<file path="config.mk">
export PLATFORM = sky130hd
export DESIGN_NAME = bcd_countdown_timer
export DESIGN_NICKNAME = d
export VERILOG_FILES = /design/src/rtl/bcd_pkg.sv /design/src/rtl/bcd_digit_dec.sv /design/src/rtl/bcd_countdown_timer.sv
export SDC_FILE = /design/constraint.sdc
export NUM_CORES = 1
export LEC_CHECK = 0
export CAP_MARGIN = 20
export CORE_MARGIN = 2
export CORE_UTILIZATION = 60
export CTS_CLUSTER_SIZE = 14
export DETAILED_ROUTE_END_ITERATION = 16
export DONT_BUFFER_PORTS = 1
export MAX_ROUTING_LAYER = met4
export PLACE_DENSITY = 0.78
export SETUP_SLACK_MARGIN = 0.4
export SKIP_CTS_REPAIR_TIMING = 1
export SYNTH_ARGS = -nofsm -noshare
export SYNTH_HDL_FRONTEND = slang
export SYNTH_HIERARCHICAL = 1
export SYNTH_SLANG_ARGS = --single-unit
</file>
<file path="constraint.sdc">
create_clock -name clk -period 9.3 [get_ports clk]
set_input_delay 0.93 -clock clk [delete_from_list [all_inputs] [get_ports clk]]
set_output_delay 0.93 -clock clk [all_outputs]
set_load 0.01 [all_outputs]
</file>
<file path="src/rtl/bcd_pkg.sv">
// Shared definitions for the two-digit BCD counters (up and down).
//   bcd_t          : one 4-bit BCD digit, legal values 0..9
//   BCD_MIN/MAX    : digit range limits
//   timer_state_t  : countdown timer control states
//   is_bcd()       : true when a 4-bit value is a legal BCD digit
package bcd_pkg;

  typedef logic [3:0] bcd_t;

  localparam bcd_t BCD_MIN = 4'd0;
  localparam bcd_t BCD_MAX = 4'd9;

  typedef enum logic [1:0] {
    IDLE   = 2'd0,
    RUN    = 2'd1,
    PAUSED = 2'd2,
    DONE   = 2'd3
  } timer_state_t;

  function automatic logic is_bcd(input logic [3:0] value);
    return value <= BCD_MAX;
  endfunction

endpackage

</file>
<file path="src/rtl/bcd_digit_dec.sv">
// Single BCD digit decrementer (purely combinational).
//   digit      : current digit value (0..9)
//   dec_en     : decrement this digit
//   digit_next : digit after the optional decrement
//   borrow     : high when a decrement of 0 wraps the digit to 9
module bcd_digit_dec
  import bcd_pkg::*;
(
  input  bcd_t digit,
  input  logic dec_en,
  output bcd_t digit_next,
  output logic borrow
);

  always_comb begin
    digit_next = digit;
    borrow     = 1'b0;
    if (dec_en) begin
      if (digit == BCD_MIN) begin
        digit_next = BCD_MAX;
        borrow     = 1'b1;
      end else begin
        digit_next = digit - 4'd1;
      end
    end
  end

endmodule

</file>
<file path="src/rtl/bcd_countdown_timer.sv">
// Two-digit BCD countdown timer (99..00) with parallel load, start/pause
// control, a prescaler between decrements and a terminal-count pulse.
//   clk, rst         : clock (rising edge), synchronous active-high reset
//   load             : load load_tens/load_units (rejected if not BCD)
//   load_tens/units  : BCD value to load
//   start            : begin counting or resume from pause
//   pause            : hold the count while running
//   tens, units      : current count, always valid BCD
//   running          : registered, high while in RUN
//   done             : one-cycle pulse after the count reaches 00
//   load_err         : one-cycle pulse after a rejected load
module bcd_countdown_timer
  import bcd_pkg::*;
#(
  parameter int TICK_DIV = 1
) (
  input  logic clk,
  input  logic rst,
  input  logic load,
  input  bcd_t load_tens,
  input  bcd_t load_units,
  input  logic start,
  input  logic pause,
  output bcd_t tens,
  output bcd_t units,
  output logic running,
  output logic done,
  output logic load_err
);

  localparam int PRE_W = (TICK_DIV > 1) ? $clog2(TICK_DIV) : 1;
  localparam logic [PRE_W-1:0] PRE_LAST = PRE_W'(TICK_DIV - 1);

  timer_state_t     state_reg, state_next;
  logic [PRE_W-1:0] pre_reg, pre_next;
  bcd_t             tens_reg, tens_next;
  bcd_t             units_reg, units_next;
  logic             done_reg, done_next;
  logic             load_err_reg, load_err_next;
  logic             running_reg, running_next;

  logic enter_done;
  logic load_rejected;
  logic load_valid;
  logic pre_wrap;
  logic dec_en;
  bcd_t units_dec, tens_dec;
  logic units_borrow, tens_borrow;

  assign load_valid = is_bcd(load_tens) && is_bcd(load_units);
  assign pre_wrap   = (pre_reg == PRE_LAST);
  // A decrement is only ever requested from an uninterrupted RUN cycle.
  assign dec_en     = (state_reg == RUN) && !load && !pause && pre_wrap;

  // Units borrow ripples into the tens digit.
  bcd_digit_dec u_units_dec (
    .digit      (units_reg),
    .dec_en     (dec_en),
    .digit_next (units_dec),
    .borrow     (units_borrow)
  );

  bcd_digit_dec u_tens_dec (
    .digit      (tens_reg),
    .dec_en     (units_borrow),
    .digit_next (tens_dec),
    .borrow     (tens_borrow)
  );

  // State register
  always_ff @(posedge clk) begin
    if (rst) begin
      state_reg    <= IDLE;
      pre_reg      <= '0;
      tens_reg     <= BCD_MIN;
      units_reg    <= BCD_MIN;
      done_reg     <= 1'b0;
      load_err_reg <= 1'b0;
      running_reg  <= 1'b0;
    end else begin
      state_reg    <= state_next;
      pre_reg      <= pre_next;
      tens_reg     <= tens_next;
      units_reg    <= units_next;
      done_reg     <= done_next;
      load_err_reg <= load_err_next;
      running_reg  <= running_next;
    end
  end

  // Next-state and datapath logic; priority load > pause > start.
  always_comb begin
    state_next    = state_reg;
    pre_next      = pre_reg;
    tens_next     = tens_reg;
    units_next    = units_reg;
    enter_done    = 1'b0;
    load_rejected = 1'b0;

    if (load) begin
      if (load_valid) begin
        tens_next  = load_tens;
        units_next = load_units;
        state_next = IDLE;
        pre_next   = '0;
      end else begin
        // Rejected load freezes everything for this cycle.
        load_rejected = 1'b1;
      end
    end else begin
      unique case (state_reg)
        IDLE: begin
          if (start) begin
            if (tens_reg == BCD_MIN && units_reg == BCD_MIN) begin
              state_next = DONE;
              enter_done = 1'b1;
            end else begin
              state_next = RUN;
              pre_next   = '0;
            end
          end
        end
        RUN: begin
          if (pause) begin
            state_next = PAUSED;
          end else if (pre_wrap) begin
            pre_next = '0;
            // tens_borrow would mean going below 00; never commit that.
            if (!tens_borrow) begin
              tens_next  = tens_dec;
              units_next = units_dec;
              if (tens_dec == BCD_MIN && units_dec == BCD_MIN) begin
                state_next = DONE;
                enter_done = 1'b1;
              end
            end
          end else begin
            pre_next = pre_reg + PRE_W'(1);
          end
        end
        PAUSED: begin
          if (start && !pause) begin
            state_next = RUN;
          end
        end
        DONE: begin
        end
        default: begin
          state_next = IDLE;
        end
      endcase
    end
  end

  // Registered outputs; load_err is masked so it can never stay high
  // across two cycles even with an invalid load held.
  always_comb begin
    done_next     = enter_done;
    load_err_next = load_rejected && !load_err_reg;
    running_next  = (state_next == RUN);
  end

  assign tens     = tens_reg;
  assign units    = units_reg;
  assign running  = running_reg;
  assign done     = done_reg;
  assign load_err = load_err_reg;

endmodule

</file>
==> results_dict.tcl <==
set metrics [dict create \
    route.detailed.drc 0 \
    tritoncts "yes" \
    cp_slowest_cell "nor4b_1" \
    grt_util_all_layers_pct 21.3 \
    synthesis.instances 93 \
    timing.final.max_slew_violations 0 \
    number_of_placement_rows 13 \
    setup-tns-final_ns 0 \
    worst-endpoint-arrival_ns 3.74 \
    final_antenna_net_count 0 \
    port-buffer-count 0 \
    avg_vias_per_cell 6.88 \
    io_pins 24 \
    fmaxAchievable_mhz 281 \
    mappedNetlistNets 106 \
    report.final.setup_viol 0 \
    cpMostUsedCell "nand2b_4" \
    clkSlewWorstSetupHoldPaths_ns 0.08 \
    die_x_um 41.8 \
    sequential_cell_area_sq_um 260 \
    initial_core_util_pct 65.0 \
    timing.critical_path.from_type "primary input" \
    first_global_vias 637 \
    clk_sink_count 13 \
    cap_violations 0 \
    design.core.area_sq_um 1320 \
    detailedPlacementHpwl_mm 1.29 \
    drive_above_1_share_pct 13.2 \
    power.leakage_nw 0.341 \
    power_mw 0.133 \
    detail_route.iter0.violations 19 \
    route.vias.total 729 \
    synthesized_area_per_cell_sq_um 9.20 \
    final.setup.worst_slack_ns 5.74 \
    dp_worst_setup_slack_ns 5.46 \
    cellPowerDensity_nw_per_um2 155 \
    path_buf_inv 0 \
    area_of_combinational_cells_with_multiple_inputs_sq_um 554 \
    route.detailed.wl_per_inst_um 16.1 \
    gp_congestion 0.842 \
    period_needed_ns 3.56 \
    max_slew_margin_pct 49.1 \
    min_period_over_period_pct 38.3 \
    grt_max_degree 18 \
    ordered_list_of_cells_on_the_worst_path "nor4b_1, nand2b_4, nor4_1, nand2b_4, nor3_1, xor2_1, or4_4, nor2_1, nand2_1, a2111oi_2" \
    gr-total-overflow 0 \
    grt_antenna_before_repair 0 \
    dpl-instance-area_sq_um 833 \
    finalWirelength_mm 1.71 \
    fp.dieArea_sq_um 1740 \
    clock_path_buffers 2 \
    worst_ir_drop_vdd_uv 125 \
    rsz0062_at_grt "false" \
    cts_made_buffers 3 \
    worst_ep_required_time_ns 9.48 \
    die_h_um 41.8 \
    netlist_area_before_placement_sq_um 856 \
    synth_cell_type_count 29 \
    worst_slew_pin_slew_ns 0.754 \
    grt_first_pass_wirelength_mm 2.82 \
    crit_path_max_incr_delay_ns 0.67 \
    first_pass_iters 4 \
    cts.htree.levels 1 \
    setup.worst_path.end_class "flip-flop" \
    clock_skew_ns 0.000436 \
    yosysWarnings 6 \
    antenna_cells_inserted 0 \
    cp_max_fo 17 \
    min-delay-path-class "flip-flop to flip-flop" \
    finalHoldViolCount 0 \
    yosysSeqAreaShare_pct 30.4 \
    post-route-util_pct 65.2 \
    clk_latency_ns 0.27 \
    areaGrowthSynthToFinish_pct 0.439 \
    final_area_sq_um 860 \
    critical_path.top_delay_family "simple AND/OR/NAND/NOR gates" \
    ctsRootBufferMaster "clkbuf_4" \
    result_of_the_run "finished clean" \
    synth.ff_latch_count 13 \
    setup.worst_path.class "primary input to flip-flop" \
    final_nets 105 \
    fillCellCount 114 \
]
stage by stage:
step | instances | hold slack, ns
floorplan | 93 | 0.450
global placement | 102 | 0.466
detailed placement | 102 | 0.469
CTS | 106 | 0.487
global route | 106 | 0.502
finish | 106 | 0.479
metal layers:
| metal | share of wire, % | track usage [%] | vias to the layer above |
|---|---|---|---|
| li1 | - | - | 357 |
| met1 | 45 | 28.1 | 347 |
| met2 | 47 | 30.9 | 21 |
| met3 | 6.7 | 6.96 | 4 |
| met4 | 0.99 | 5.81 | 0 |
| met5 | 0 | - | - |
worst paths after layout:
| kind | from | end | slack [ns] | cells past startpoint |
|---|---|---|---|---|
| hold reg to reg | load_err | load_err | 0.48 | 1 |
| setup reg to reg | state_reg[0] | done | 5.92 | 10 |
| setup / recovery | load | done | 5.74 | 10 |
| hold / removal | load_err | load_err | 0.48 | 1 |
kinds of logic after synthesis:
group / after synthesis / share of synthesized area [%]
simple gates: 38 / 28.7
xor+xnor: 5 / 5.12
compound gates: 23 / 21.6
flops: 13 / 30.4
mux: 8 / 9.36
buf+inv: 6 / 4.82
worst reg2reg max path, stage by stage (launching register included):
cell and delay, ns:
dfxtp_1 0.48, nor4b_1 0.66, nand2b_4 0.12, nor4_1 0.55, nand2b_4 0.13, nor3_1 0.20, xor2_1 0.12, or4_4 0.49
nor2_1 0.12, nand2_1 0.07, a2111oi_2 0.34
placed cells by master, fill, tap and decap left out, drive strengths merged:
cell type	Yosys	final
o211a	1	1
nand2b	2	2
or4	2	2
nand3	1	1
nor4	3	3
and3	1	1
nor3	6	6
clkbuf	1	4
nor4b	3	3
mux2i	8	8
o211ai	4	4
nand2	3	3
a2111oi	2	2
a2bb2oi	1	1
a211oi	8	8
nor2b	1	1
dfxtp	13	13
a21o	3	3
o21ai	2	2
or4b	2	2
nor3b	1	1
a21oi	2	2
xor2	5	5
nor2	13	13
power breakdown:
| group | internal, mW | total (mW) | switching [mW] |
|---|---|---|---|
| clock | 0.0166 | 0.0348 | 0.0182 |
| sequential | 0.0605 | 0.0708 | 0.0104 |
| combinational | 0.0152 | 0.0278 | 0.0126 |
| total | 0.0923 | 0.133 | 0.0411 |
cells in the mapped netlist, drive strengths merged:
master,count,area share [%]
dfxtp,13,30
nor2,13,5.7
a211oi,8,7.0
mux2i,8,9.4
nor3,6,3.5
buf,5,4.4
xor2,5,5.1
o211ai,4,3.5
a21o,3,2.9
nand2,3,1.3
nor4,3,2.2
nor4b,3,4.8
a2111oi,2,2.8
a21oi,2,1.2
nand2b,2,3.2
o21ai,2,1.2
or4,2,2.6
or4b,2,2.3
a2bb2oi,1,1.0
and3,1,0.73
clkbuf,1,0.44
nand3,1,0.58
nor2b,1,0.73
nor3b,1,0.88
o211a,1,2.0
area by class of cell:
type / count / area share (%)
clock buffers: 4 / 3.06
well taps: 15 / 2.18
multi-input cells: 74 / 64.5
flip-flops and latches: 13 / 30.3
No activity file was read; power rests on OpenSTA's default activity.
